### src/rtl/lsp_pre_select_if.sv
// Handshake, memory and shared basic-op signal bundle of the LSP first-stage
// pre-selection block.
interface lsp_pre_select_if;
  logic        start;
  logic        done;
  logic [6:0]  cand;
  logic [11:0] memReadAddr;
  logic [31:0] memIn;
  logic [11:0] constMemAddr;
  logic [31:0] constMemIn;
  logic        memWriteEn;
  logic [11:0] memWriteAddr;
  logic [31:0] memOut;
  logic [15:0] subOutA;
  logic [15:0] subOutB;
  logic [15:0] subIn;
  logic [15:0] L_macOutA;
  logic [15:0] L_macOutB;
  logic [31:0] L_macOutC;
  logic [31:0] L_macIn;
  logic [31:0] L_subOutA;
  logic [31:0] L_subOutB;
  logic [31:0] L_subIn;

  modport slave (
    input  start, memIn, constMemIn, subIn, L_macIn, L_subIn,
    output done, cand, memReadAddr, constMemAddr, memWriteEn, memWriteAddr, memOut,
           subOutA, subOutB, L_macOutA, L_macOutB, L_macOutC, L_subOutA, L_subOutB
  );

  modport master (
    output start, memIn, constMemIn, subIn, L_macIn, L_subIn,
    input  done, cand, memReadAddr, constMemAddr, memWriteEn, memWriteAddr, memOut,
           subOutA, subOutB, L_macOutA, L_macOutB, L_macOutC, L_subOutA, L_subOutB
  );
endinterface

### src/rtl/lsp_pre_select.sv
// First-stage LSP codebook pre-selection: scans 128 ten-element codewords and
// keeps the index with the smallest squared distance to rbuf.
module lsp_pre_select #(
  parameter logic [11:0] RBUF_ADDR   = 12'd0,
  parameter logic [11:0] LSPCB1_ADDR = 12'd0,
  parameter logic [11:0] CAND_ADDR   = 12'd0
) (
  input  logic           clk,
  input  logic           reset,
  lsp_pre_select_if.slave bus
);

  typedef enum logic [2:0] {
    S_IDLE, S_INIT, S_ADDR, S_DATA, S_CMP, S_WRITE, S_DONE
  } state_t;

  state_t      r_state;
  logic [6:0]  r_i;
  logic [3:0]  r_j;
  logic [11:0] r_ptr;
  logic [31:0] r_l_tmp;
  logic [31:0] r_l_dmin;
  logic [6:0]  r_cand;
  logic [11:0] r_mem_read_addr;
  logic [11:0] r_const_mem_addr;
  logic        r_mem_write_en;
  logic [11:0] r_mem_write_addr;
  logic [31:0] r_mem_out;
  logic        r_done;

  logic        w_closer;
  logic [6:0]  w_cand_next;
  logic [3:0]  w_j_next;
  logic [11:0] w_ptr_next;
  logic        w_unused;

  // A negative L_sub result means strictly closer; ties keep the earlier index.
  assign w_closer    = bus.L_subIn[31];
  assign w_cand_next = w_closer ? r_i : r_cand;
  assign w_j_next    = r_j + 4'd1;
  assign w_ptr_next  = r_ptr + 12'd1;
  assign w_unused    = ^{bus.memIn[31:16], bus.constMemIn[31:16], bus.L_subIn[30:0]};

  always_ff @(posedge clk) begin
    if (!reset) begin
      r_state          <= S_IDLE;
      r_i              <= '0;
      r_j              <= '0;
      r_ptr            <= '0;
      r_l_tmp          <= '0;
      r_l_dmin         <= '0;
      r_cand           <= '0;
      r_mem_read_addr  <= '0;
      r_const_mem_addr <= '0;
      r_mem_write_en   <= 1'b0;
      r_mem_write_addr <= '0;
      r_mem_out        <= '0;
      r_done           <= 1'b0;
    end else begin
      case (r_state)
        S_IDLE: begin
          if (bus.start) r_state <= S_INIT;
        end
        S_INIT: begin
          r_i              <= '0;
          r_j              <= '0;
          r_l_tmp          <= '0;
          r_l_dmin         <= 32'h7FFF_FFFF;
          r_cand           <= '0;
          r_ptr            <= LSPCB1_ADDR;
          r_mem_read_addr  <= RBUF_ADDR;
          r_const_mem_addr <= LSPCB1_ADDR;
          r_state          <= S_ADDR;
        end
        S_ADDR: begin
          r_mem_read_addr  <= '0;
          r_const_mem_addr <= '0;
          r_state          <= S_DATA;
        end
        S_DATA: begin
          r_l_tmp <= bus.L_macIn;
          r_ptr   <= w_ptr_next;
          if (r_j == 4'd9) begin
            r_j     <= '0;
            r_state <= S_CMP;
          end else begin
            // Addresses are set up one edge early so they are live during ADDR.
            r_j              <= w_j_next;
            r_mem_read_addr  <= RBUF_ADDR + {8'd0, w_j_next};
            r_const_mem_addr <= w_ptr_next;
            r_state          <= S_ADDR;
          end
        end
        S_CMP: begin
          if (w_closer) begin
            r_l_dmin <= r_l_tmp;
            r_cand   <= r_i;
          end
          r_l_tmp <= '0;
          if (r_i == 7'd127) begin
            r_mem_write_en   <= 1'b1;
            r_mem_write_addr <= CAND_ADDR;
            r_mem_out        <= {25'd0, w_cand_next};
            r_state          <= S_WRITE;
          end else begin
            r_i              <= r_i + 7'd1;
            r_mem_read_addr  <= RBUF_ADDR;
            r_const_mem_addr <= r_ptr;
            r_state          <= S_ADDR;
          end
        end
        S_WRITE: begin
          r_mem_write_en   <= 1'b0;
          r_mem_write_addr <= '0;
          r_mem_out        <= '0;
          r_done           <= 1'b1;
          r_state          <= S_DONE;
        end
        S_DONE: begin
          r_done  <= 1'b0;
          r_state <= S_IDLE;
        end
        default: r_state <= S_IDLE;
      endcase
    end
  end

  // Operands flow combinationally through the shared basic-op units.
  always_comb begin
    bus.subOutA   = '0;
    bus.subOutB   = '0;
    bus.L_macOutA = '0;
    bus.L_macOutB = '0;
    bus.L_macOutC = '0;
    bus.L_subOutA = '0;
    bus.L_subOutB = '0;
    if (r_state == S_DATA) begin
      bus.subOutA   = bus.memIn[15:0];
      bus.subOutB   = bus.constMemIn[15:0];
      bus.L_macOutA = bus.subIn;
      bus.L_macOutB = bus.subIn;
      bus.L_macOutC = r_l_tmp;
    end
    if (r_state == S_CMP) begin
      bus.L_subOutA = r_l_tmp;
      bus.L_subOutB = r_l_dmin;
    end
  end

  assign bus.done         = r_done;
  assign bus.cand         = r_cand;
  assign bus.memReadAddr  = r_mem_read_addr;
  assign bus.constMemAddr = r_const_mem_addr;
  assign bus.memWriteEn   = r_mem_write_en;
  assign bus.memWriteAddr = r_mem_write_addr;
  assign bus.memOut       = r_mem_out;

endmodule

### src/flat_wrapper.sv
// flat-port wrapper written by rule: the top's interface ports become plain ports
module lsp_pre_select_flat 
#(
  parameter logic [11:0] RBUF_ADDR   = 12'd0,
  parameter logic [11:0] LSPCB1_ADDR = 12'd0,
  parameter logic [11:0] CAND_ADDR   = 12'd0
)
  (clk, reset, bus_start, bus_memIn, bus_constMemIn, bus_subIn, bus_L_macIn, bus_L_subIn, bus_done, bus_cand, bus_memReadAddr, bus_constMemAddr, bus_memWriteEn, bus_memWriteAddr, bus_memOut, bus_subOutA, bus_subOutB, bus_L_macOutA, bus_L_macOutB, bus_L_macOutC, bus_L_subOutA, bus_L_subOutB);
  lsp_pre_select_if bus_i ();
  input  logic clk;
  input  logic reset;
  input wire logic [$bits(bus_i.start)-1:0] bus_start;
  input wire logic [$bits(bus_i.memIn)-1:0] bus_memIn;
  input wire logic [$bits(bus_i.constMemIn)-1:0] bus_constMemIn;
  input wire logic [$bits(bus_i.subIn)-1:0] bus_subIn;
  input wire logic [$bits(bus_i.L_macIn)-1:0] bus_L_macIn;
  input wire logic [$bits(bus_i.L_subIn)-1:0] bus_L_subIn;
  output wire logic [$bits(bus_i.done)-1:0] bus_done;
  output wire logic [$bits(bus_i.cand)-1:0] bus_cand;
  output wire logic [$bits(bus_i.memReadAddr)-1:0] bus_memReadAddr;
  output wire logic [$bits(bus_i.constMemAddr)-1:0] bus_constMemAddr;
  output wire logic [$bits(bus_i.memWriteEn)-1:0] bus_memWriteEn;
  output wire logic [$bits(bus_i.memWriteAddr)-1:0] bus_memWriteAddr;
  output wire logic [$bits(bus_i.memOut)-1:0] bus_memOut;
  output wire logic [$bits(bus_i.subOutA)-1:0] bus_subOutA;
  output wire logic [$bits(bus_i.subOutB)-1:0] bus_subOutB;
  output wire logic [$bits(bus_i.L_macOutA)-1:0] bus_L_macOutA;
  output wire logic [$bits(bus_i.L_macOutB)-1:0] bus_L_macOutB;
  output wire logic [$bits(bus_i.L_macOutC)-1:0] bus_L_macOutC;
  output wire logic [$bits(bus_i.L_subOutA)-1:0] bus_L_subOutA;
  output wire logic [$bits(bus_i.L_subOutB)-1:0] bus_L_subOutB;
  assign bus_i.start = bus_start;
  assign bus_i.memIn = bus_memIn;
  assign bus_i.constMemIn = bus_constMemIn;
  assign bus_i.subIn = bus_subIn;
  assign bus_i.L_macIn = bus_L_macIn;
  assign bus_i.L_subIn = bus_L_subIn;
  assign bus_done = bus_i.done;
  assign bus_cand = bus_i.cand;
  assign bus_memReadAddr = bus_i.memReadAddr;
  assign bus_constMemAddr = bus_i.constMemAddr;
  assign bus_memWriteEn = bus_i.memWriteEn;
  assign bus_memWriteAddr = bus_i.memWriteAddr;
  assign bus_memOut = bus_i.memOut;
  assign bus_subOutA = bus_i.subOutA;
  assign bus_subOutB = bus_i.subOutB;
  assign bus_L_macOutA = bus_i.L_macOutA;
  assign bus_L_macOutB = bus_i.L_macOutB;
  assign bus_L_macOutC = bus_i.L_macOutC;
  assign bus_L_subOutA = bus_i.L_subOutA;
  assign bus_L_subOutB = bus_i.L_subOutB;
  lsp_pre_select #(.RBUF_ADDR(RBUF_ADDR), .LSPCB1_ADDR(LSPCB1_ADDR), .CAND_ADDR(CAND_ADDR)) u_core (.clk(clk), .reset(reset), .bus(bus_i));
endmodule
### config.mk
export PLATFORM = sky130hd
export DESIGN_NAME = lsp_pre_select_flat
export DESIGN_NICKNAME = d
export VERILOG_FILES = /design/src/rtl/lsp_pre_select_if.sv /design/src/rtl/lsp_pre_select.sv /design/src/flat_wrapper.sv
export SDC_FILE = /design/constraint.sdc
export NUM_CORES = 1
export LEC_CHECK = 0
export ABC_AREA = 1
export CORE_AREA = 2 2 150 152
export DETAILED_ROUTE_END_ITERATION = 16
export DIE_AREA = 0 0 152 154
export GPL_ROUTABILITY_DRIVEN = 0
export MAX_ROUTING_LAYER = met4
export PLACE_DENSITY = 0.72
export RECOVER_POWER = 50
export SLEW_MARGIN = 20
export SYNTH_ARGS = -nofsm -noshare
export SYNTH_HDL_FRONTEND = slang
export SYNTH_SLANG_ARGS = --single-unit
### constraint.sdc
create_clock -name clk -period 1.8 [get_ports clk]
set_input_delay 0.27 -clock clk [delete_from_list [all_inputs] [get_ports clk]]
set_output_delay 0.27 -clock clk [all_outputs]
set_load 0.05 [all_outputs]
=== Word-level counts from Yosys, hierarchy flattened ===
Cells that the tools add are included.

* Logic and storage cells: 75
* Bits of input ports: 147
* Register bits: 167
* Output and inout bits: 237

* Equal/unequal tests: 13
* Add/sub/neg operators: 3
* Mux-type cells: 33
* Reductions and logical operators: 13

{| class="wikitable"
|+ Operators by type and width
! kind !! number
|-
| 32-bit one-hot mux with 2 select lines || 3
|-
| 32-bit two-way mux || 5
|-
| 12-bit one-hot mux with 3 select lines || 2
|-
| 12-bit two-way mux || 5
|-
| 16-bit two-way mux || 3
|-
| 12-bit one-hot mux with 2 select lines || 2
|-
| 7-bit one-hot mux with 2 select lines || 2
|-
| 3-bit one-hot mux with 6 select lines || 1
|-
| 7-bit two-way mux || 2
|-
| 12-bit by 1-bit adder with 12-bit output, second input constant || 1
|-
| 2-bit nonzero test || 5
|-
| 3-bit equality test, second input constant || 3
|-
| 3-bit two-way mux || 3
|-
| 2-bit != test, second input constant || 4
|-
| 4-bit one-hot mux with 2 select lines || 1
|-
| 7-bit by 1-bit adder with 7-bit output, second input constant || 1
|-
| 7-bit equality test, second input constant || 1
|-
| 3-bit by 2-bit equality test with 1-bit output, second input constant || 2
|-
| 2-bit AND reduction || 3
|-
| 4-bit by 1-bit adder with 4-bit output, second input constant || 1
|-
| 4-bit equality test, second input constant || 1
|-
| 4-bit two-way mux || 1
|-
| 1-bit one-hot mux with 2 select lines || 2
|-
| 2-bit OR reduction || 2
|-
| 6 further kinds || 6
|}

=== Depth between registers and ports, before layout ===
Gate-level depths: netlist of run 1.

* Word-level depth: 4
* Gate-level depth with buffers: 10
* Mapped depth without buffers: 10

=== Worst setup path before layout of run 1 ===
Ideal clock, no wire load.

* Path kind: register -> output
* Start point: register u_core.r_state[0]
* End point: output bus_L_macOutB[0]
* Path slack: -0.495 ns
* Required time: 1.530 ns
* Arrival time: 2.025 ns
* Path buffers: 3
* Cell stages (with the launch flop): 8
* Cells stage by stage: dfxtp_1 nand2_4 nor2_4 inv_1 buf_2 buf_2 nor2_1 buf_4

* Longest elaborated chain between the ends: 2

{| class="wikitable"
|+ Ends and longest elaborated chain
! what !! line !! source
|-
| start: declaration || lsp_pre_select.sv:17 || <nowiki>state_t r_state;</nowiki>
|-
| start signal: assignment || lsp_pre_select.sv:46 || <nowiki>r_state <= S_IDLE;</nowiki>
|-
| start signal: assignment || lsp_pre_select.sv:62 || <nowiki>if (bus.start) r_state <= S_INIT;</nowiki>
|-
| start signal: assignment || lsp_pre_select.sv:73 || <nowiki>r_state <= S_ADDR;</nowiki>
|-
| 3-bit by 2-bit equality test with 1-bit output || lsp_pre_select.sv:137 || <nowiki>if (r_state == S_DATA) begin</nowiki>
|-
| 16-bit two-way mux || n/a ||
|-
| end: declaration || flat_wrapper.sv:28 || <nowiki>output wire logic [$bits(bus_i.L_macOutB)-1:0] bus_L_macOutB;</nowiki>
|}

No other way between the ends.

=== Worst setup path in the final report of run 1 ===
* Start point: register u_core.r_state[1]
* End point: output bus_L_macOutA[3]

* Longest elaborated chain between the ends: 2

{| class="wikitable"
|+ Ends and longest elaborated chain
! what !! line !! source
|-
| 3-bit by 2-bit equality test with 1-bit output || lsp_pre_select.sv:137 ||
|-
| 16-bit two-way mux || lsp_pre_select.sv:137 ||
|-
| end: declaration || flat_wrapper.sv:27 || <nowiki>output wire logic [$bits(bus_i.L_macOutA)-1:0] bus_L_macOutA;</nowiki>
|}

No other way between the ends.

==> flow_metrics.env, run 1 <==
export IMPL_netlist_area_leader_share=0.379
export IMPL_syn2layout_area_growth_pct=102
export IMPL_grt_pass1_vias=6838
export IMPL_reg2reg_to="u_core.r_l_dmin[8]"
export IMPL_clkTransAtPathRegs_ns=0.06
export IMPL_critPathMaxStageDelay_ns=0.37
export IMPL_nFillCells=1760
export IMPL_critPathArrivalTime_ns=1.68
export IMPL_dieArea_sq_mm=0.0234
export IMPL_slew_headroom=0.537
export IMPL_startpoint="u_core.r_state[1]"
export IMPL_cp_cell_sequence="inv_2 > nor2_4 > buf_6 > inv_8 > clkbuf_16 > nor2_4 > buf_12"
export IMPL_synth_top_area_cell="dfxtp_1"
export IMPL_cts_tree="done"
export IMPL_setup_slack_ns=-0.154
export IMPL_cts_hold_buf=0
export IMPL_drt_iter0_markers=366
export IMPL_clock_latency_ns=0.42
export IMPL_fin_skew_ns=0.0103
export IMPL_slowest_stage="dfxtp_4"
export IMPL_numPortBuffers=275
export IMPL_hold_viol_final=0
export IMPL_period_minus_slack_ns=1.95
export IMPL_crit_fanout=6
export IMPL_grt_max_degree=50
export IMPL_grt_use_total=0.216
export IMPL_async_reset_ff_frac=0
export IMPL_endpoint_kind="output port"
export IMPL_reg2reg_from="u_core.r_state[0]"
export IMPL_place_ws_ns=0.110
export IMPL_status="complete, but fails checks"
export IMPL_cp_required_ns=1.53
export IMPL_violations="negative setup slack"
export IMPL_path_common_cell="nor2_4"
export IMPL_grt_pass1_wl_um=38400
export IMPL_avgSynthCellArea_sq_um=6.39
export IMPL_ys_seq_area_frac=0.379
export IMPL_yosysWarnings=0
export IMPL_synthCells=1010
export IMPL_cts_buffer_depth=2
export IMPL_crit_path_end="bus_L_macOutA[3]"
export IMPL_hpwl_um=17500
export IMPL_hold_class="in2reg"
export IMPL_powerDensity_mw_per_mm2=646
export IMPL_numCtsBuffers=17
export IMPL_via_per_inst=4.63
export IMPL_htree_num_levels=4
export IMPL_synth_ff_type="dfxtp_1"
export IMPL_ys_types=31
export IMPL_ys_top_cells_by_count="nand2_1, nor2_1, inv_1"
export IMPL_die_h_um=154
export IMPL_layout_drive_gt1_share=0.328
export IMPL_max_cap_violations=0
export IMPL_cts_sinks=122
export IMPL_worst_slew_pin_slew_ns=0.697
export IMPL_root_buffer="clkbuf_16"
export IMPL_wl_per_cell_um=16.7
export IMPL_placed_cells=1522
export IMPL_num_rows=54
export IMPL_grt_ovfl_total=0
export IMPL_critical_path_top_delay_family="buffers and inverters"
export IMPL_die_w_um=152
export IMPL_rsz0062_at_grt="true"
export IMPL_crit_type="reg2out"
export IMPL_start_util=0.297
export IMPL_leakagePower_nw=5.00
export IMPL_crit_buf_inv=5
export IMPL_synth_edf_count=0
export IMPL_drc=0
export IMPL_fin_cells=1585
export IMPL_ir_drop_mv=0.631
export IMPL_ys_ff_latch=122
export IMPL_core_area_sq_mm=0.0217
export IMPL_nNetsFinal=1442
export IMPL_synth_area_leaders="dfxtp_1, nand2_1, nor2_1"
export IMPL_worst_path_stages=7
export IMPL_r2r_slack_ns=0.08
export IMPL_rr_worst_depth=9
export IMPL_postRouteAntennaNets=0
export IMPL_power_total_mw=8.42
export IMPL_timing_final_max_slew_violations=0
export IMPL_num_vias=7341
export IMPL_drt_total_wl_um=26400
export IMPL_max_freq_ghz=0.512
export IMPL_setup_tns_ns=-14.02
export IMPL_syn_cell_area_sq_mm=0.00645
export IMPL_setup_viol=145
export IMPL_finalCritPeriodShare=1.09
export IMPL_yosys_cell_count_top_type="nand2_1"
export IMPL_first_pass_iters=5
export IMPL_cp_start_kind="register"
export IMPL_antenna_found_initial=1
export IMPL_ios=384
area by class of cell:
type / count / area (sq um) / area share
Timing Repair Buffer: 324 / 5010 / 0.384
Timing Repair inverter: 1 / 11.3 / 0.000864
Multi-Input combinational cell: 667 / 3990 / 0.306
Antenna cell: 1 / 2.50 / 0.000192
Inverter: 158 / 613 / 0.0470
Tap cell: 280 / 350 / 0.0269
Clock inverter: 14 / 175 / 0.0134
Clock buffer: 18 / 439 / 0.0337
Sequential cell: 122 / 2450 / 0.188
power by group:
group	switching (mW)	total, mW	internal (mW)
Combinational	1.28	1.89	0.610
Sequential	0.0788	2.96	2.88
Clock	1.43	3.57	2.14
kinds of logic after synthesis:
kind of cell,synth area share
and+or+nand+nor,0.285
buffers and inverters,0.203
AOI/OAI and AO/OA,0.121
DFF,0.379
adders and majority gates,0.00776
xor gates and xnor gates,0.00407
other,0.000581
layer usage:
metal | routed length [um] | track usage
met1 | 11000 | 0.265
met2 | 13400 | 0.356
met3 | 1620 | 0.0479
met4 | 331 | 0.0619
met5 | 0 | -
tightest hold or removal path: stages:
cell and delay [ns]:
buf_2 0.20, nand2_1 0.10, inv_1 0.03
state kept, by name (all words and copies together) (netlist names):
name,flops
u_core.bus.cand,7
u_core.r_l_tmp,32
u_core.r_j,4
u_core.r_l_dmin,32
u_core.bus.memReadAddr,4
u_core.r_state,3
u_core.r_ptr,12
u_core.bus.memOut,7
u_core.bus.done,1
u_core.r_i,7
u_core.bus.constMemAddr,12
u_core.bus.memWriteEn,1
worst min-delay path by stage:
stage	startpoint	endpoint	depth (start not counted)
2_1_floorplan	bus_L_macIn[0]	u_core.r_l_tmp[0]	2
3_3_place_gp	u_core.bus.memOut[1]	u_core.bus.memOut[1]	2
3_5_place_dp	u_core.r_l_dmin[31]	u_core.r_l_dmin[31]	2
4_1_cts	reset	u_core.r_state[2]	3
5_1_grt	reset	u_core.r_state[2]	3
6_report	reset	u_core.r_state[2]	3
cells in the final DEF (no fill, tap or decap), types with 2 or more instances in the layout:
cell type        netlist  routed
a21oi_1              107     105
nand2_8                0       2
clkbuf_16              0      20
clkdlybuf4s50_1        0      82
o21ai_0               42      39
buf_4                 65      24
inv_1                151     149
inv_2                  6       5
o21ai_1                0       3
inv_8                  0       5
conb_1                 1      45
nand3_4                1       3
a31oi_1                2       2
clkbuf_1              15      22
clkinv_4               0       2
dfxtp_1              122     119
xor2_1                 2       2
nor2_1               196      50
buf_16                 0       8
buf_12                 0     177
nor2_2                 3      12
nand3_1               19      19
buf_6                  5       7
nand2_1              225     224
bufinv_16              0       2
nor2_4                 3     140
nand2_4                2       3
dfxtp_4                0       2
nand4_1                5       5
ha_1                   4       4
inv_6                  0       7
a21oi_2                0       2
stage by stage:
step | hold WS, ns | util | area, sq um
floorplan | 0.417 | - | 6990
global placement | 0.449 | 0.514 | 11100
detailed placement | 0.456 | 0.514 | 11100
CTS | 0.195 | 0.585 | 12700
global route | 0.218 | 0.601 | 13000
finish | 0.220 | 0.601 | 13000
repair_timing:
item,CTS,global route
resized for setup,144,84
endpoints found under the setup margin,157,219
cloned,7,7
setup buffers,13,8
pin swaps,13,11
No activity file was read; power rests on OpenSTA's default activity.
==> run 2: changes to the inputs <==
Settings changed: ABC_AREA 1 to not set.
==> flow_metrics.env, run 2 <==
export IMPL_num_vias=6917
export IMPL_endpoint_kind="output port"
export IMPL_setup_slack_ns=-0.300
export IMPL_leakagePower_nw=5.27
export IMPL_yosys_cell_count_top_type="and2_1"
export IMPL_htree_num_levels=4
export IMPL_setup_viol=167
export IMPL_max_cap_violations=0
export IMPL_clock_latency_ns=0.44
export IMPL_hpwl_um=16700
export IMPL_antenna_found_initial=0
export IMPL_nNetsFinal=1267
export IMPL_async_reset_ff_frac=0
export IMPL_first_pass_iters=5
export IMPL_avgSynthCellArea_sq_um=8.02
export IMPL_critPathArrivalTime_ns=1.83
export IMPL_num_rows=54
export IMPL_cts_sinks=122
export IMPL_dpl_cell_area_sq_mm=0.0112
export IMPL_root_buffer="clkbuf_16"
export IMPL_grt_pass1_vias=6674
export IMPL_violations="negative setup slack"
export IMPL_ir_drop_mv=0.567
export IMPL_via_per_inst=4.91
export IMPL_synth_top_area_cell="dfxtp_1"
export IMPL_syn_cell_area_sq_mm=0.00643
export IMPL_antenna_cells=0
export IMPL_ios=384
export IMPL_postRouteAntennaNets=0
export IMPL_yosysWarnings=0
export IMPL_slew_headroom=0.567
export IMPL_rsz0062_at_grt="true"
export IMPL_status="complete, but fails checks"
export IMPL_grt_use_total=0.209
export IMPL_cts_hold_buf=0
export IMPL_crit_fanout=7
export IMPL_numCtsBuffers=17
export IMPL_syn2layout_area_growth_pct=98.4
export IMPL_rr_worst_depth=5
export IMPL_synth_ff_type="dfxtp_1"
export IMPL_holdPathStages=2
export IMPL_die_h_um=154
export IMPL_clkTransAtPathRegs_ns=0.06
export IMPL_cts_tree="done"
export IMPL_powerDensity_mw_per_mm2=607
export IMPL_core_area_sq_mm=0.0217
export IMPL_final_util=0.588
export IMPL_finish_instance_area_sq_mm=0.0128
export IMPL_grt_ovfl_total=0
export IMPL_die_w_um=152
export IMPL_timing_final_max_slew_violations=0
export IMPL_cts_buffer_depth=2
export IMPL_netlist_area_leader_share=0.380
export IMPL_largestRegisters="u_core.r_l_dmin (32), u_core.r_l_tmp (32)"
export IMPL_max_freq_ghz=0.476
export IMPL_numPortBuffers=275
export IMPL_place_ws_ns=-0.0412
export IMPL_finalCritPeriodShare=1.17
export IMPL_hold_class="reg2reg"
export IMPL_period_minus_slack_ns=2.10
export IMPL_wl_per_cell_um=18.8
export IMPL_final_common_cell="buf_12"
export IMPL_crit_type="reg2out"
export IMPL_grt_max_degree=65
export IMPL_layout_drive_gt1_share=0.421
export IMPL_drc=0
export IMPL_drt_iter0_markers=421
export IMPL_multi_input_area_sq_mm=0.00387
export IMPL_grt_pass1_wl_um=37500
export IMPL_setup_tns_ns=-40.48
export IMPL_nFillCells=1733
export IMPL_synth_area_leaders="dfxtp_1, and2_1, buf_4"
export IMPL_ys_types=62
export IMPL_synth_edf_count=0
export IMPL_ys_seq_area_frac=0.380
export IMPL_cp_required_ns=1.53
export IMPL_dieArea_sq_mm=0.0234
export IMPL_regArea_sq_mm=0.00245
export IMPL_drt_total_wl_um=26500
export IMPL_start_util=0.297
export IMPL_synthCells=802
export IMPL_ys_top_cells_by_count="and2_1, dfxtp_1, nor2_1"
export IMPL_fin_skew_ns=0.0148
export IMPL_worst_slew_pin_slew_ns=0.650
export IMPL_cp_start_kind="register"
export IMPL_hold_viol_final=0
export IMPL_layout_common_cells="buf_12, and2_4, dfxtp_1"
export IMPL_ys_ff_latch=122
[run 2: repair_timing]
action / CTS / global route
gates resized for setup: 137 / 58
setup buffers: 22 / 16
setup endpoints to repair: 179 / 190
pin swaps: 20 / 33
gates cloned: 7 / 13
[run 2: cell type report]
class / count / area share
clock buffer: 17 / 0.0333
clock inverter: 15 / 0.0121
sequential: 122 / 0.192
multi-input combinational: 592 / 0.303
inverter: 8 / 0.00245
tap: 280 / 0.0275
timing repair buffer: 375 / 0.430
[run 2: worst paths after layout]
kind	from	slack, ns	to
worst min register to register	u_core.bus.constMemAddr[0]	0.46	u_core.bus.constMemAddr[0]
worst max register to register	u_core.r_state[0]	-0.05	u_core.bus.constMemAddr[6]
worst max-delay path	u_core.r_state[2]	-0.30	bus_L_macOutB[7]
worst min-delay path	u_core.bus.constMemAddr[0]	0.46	u_core.bus.constMemAddr[0]
[run 2: metrics by stage]
step	hold slack, ns	instances	power, mW
final	0.457	1409	7.75
after CTS	0.458	1387	7.73
after global routing	0.475	1409	8.00
after global placement	0.451	1327	4.23
after floorplan	0.417	846	3.80
after detailed placement	0.450	1327	4.25
[run 2: per-layer routing]
layer / up-vias / global-route usage / share of wire
li1: 3272 / - / -
met1: 3336 / 0.241 / 0.40
met2: 280 / 0.352 / 0.51
met3: 29 / 0.0648 / 0.072
met4: 0 / 0.0570 / 0.015
met5: - / - / 0
[run 2: power breakdown]
part / switching (mW) / internal (mW) / leakage [nW] / total, mW
Clock: 1.47 / 1.95 / 0.276 / 3.42
Combinational: 0.847 / 0.576 / 4.00 / 1.42
Sequential: 0.0799 / 2.82 / 0.993 / 2.90
Total: 2.40 / 5.35 / 5.27 / 7.75
[run 2: critical path: stages, from the launching register on]
cell and delay (ns):
dfxtp_2 0.32, buf_6 0.11, and3b_4 0.34, buf_12 0.17, buf_12 0.13, and2_4 0.18
buf_12 0.14
[run 2: logic make-up after synthesis]
logic type	after synthesis	synth area share
other	1	0.000583
and+or+nand+nor	386	0.318
buffers and inverters	134	0.121
DFF	122	0.380
AOI/OAI and AO/OA	142	0.152
xor gates and xnor gates	2	0.00272
muxes	11	0.0183
adders and majority gates	4	0.00778
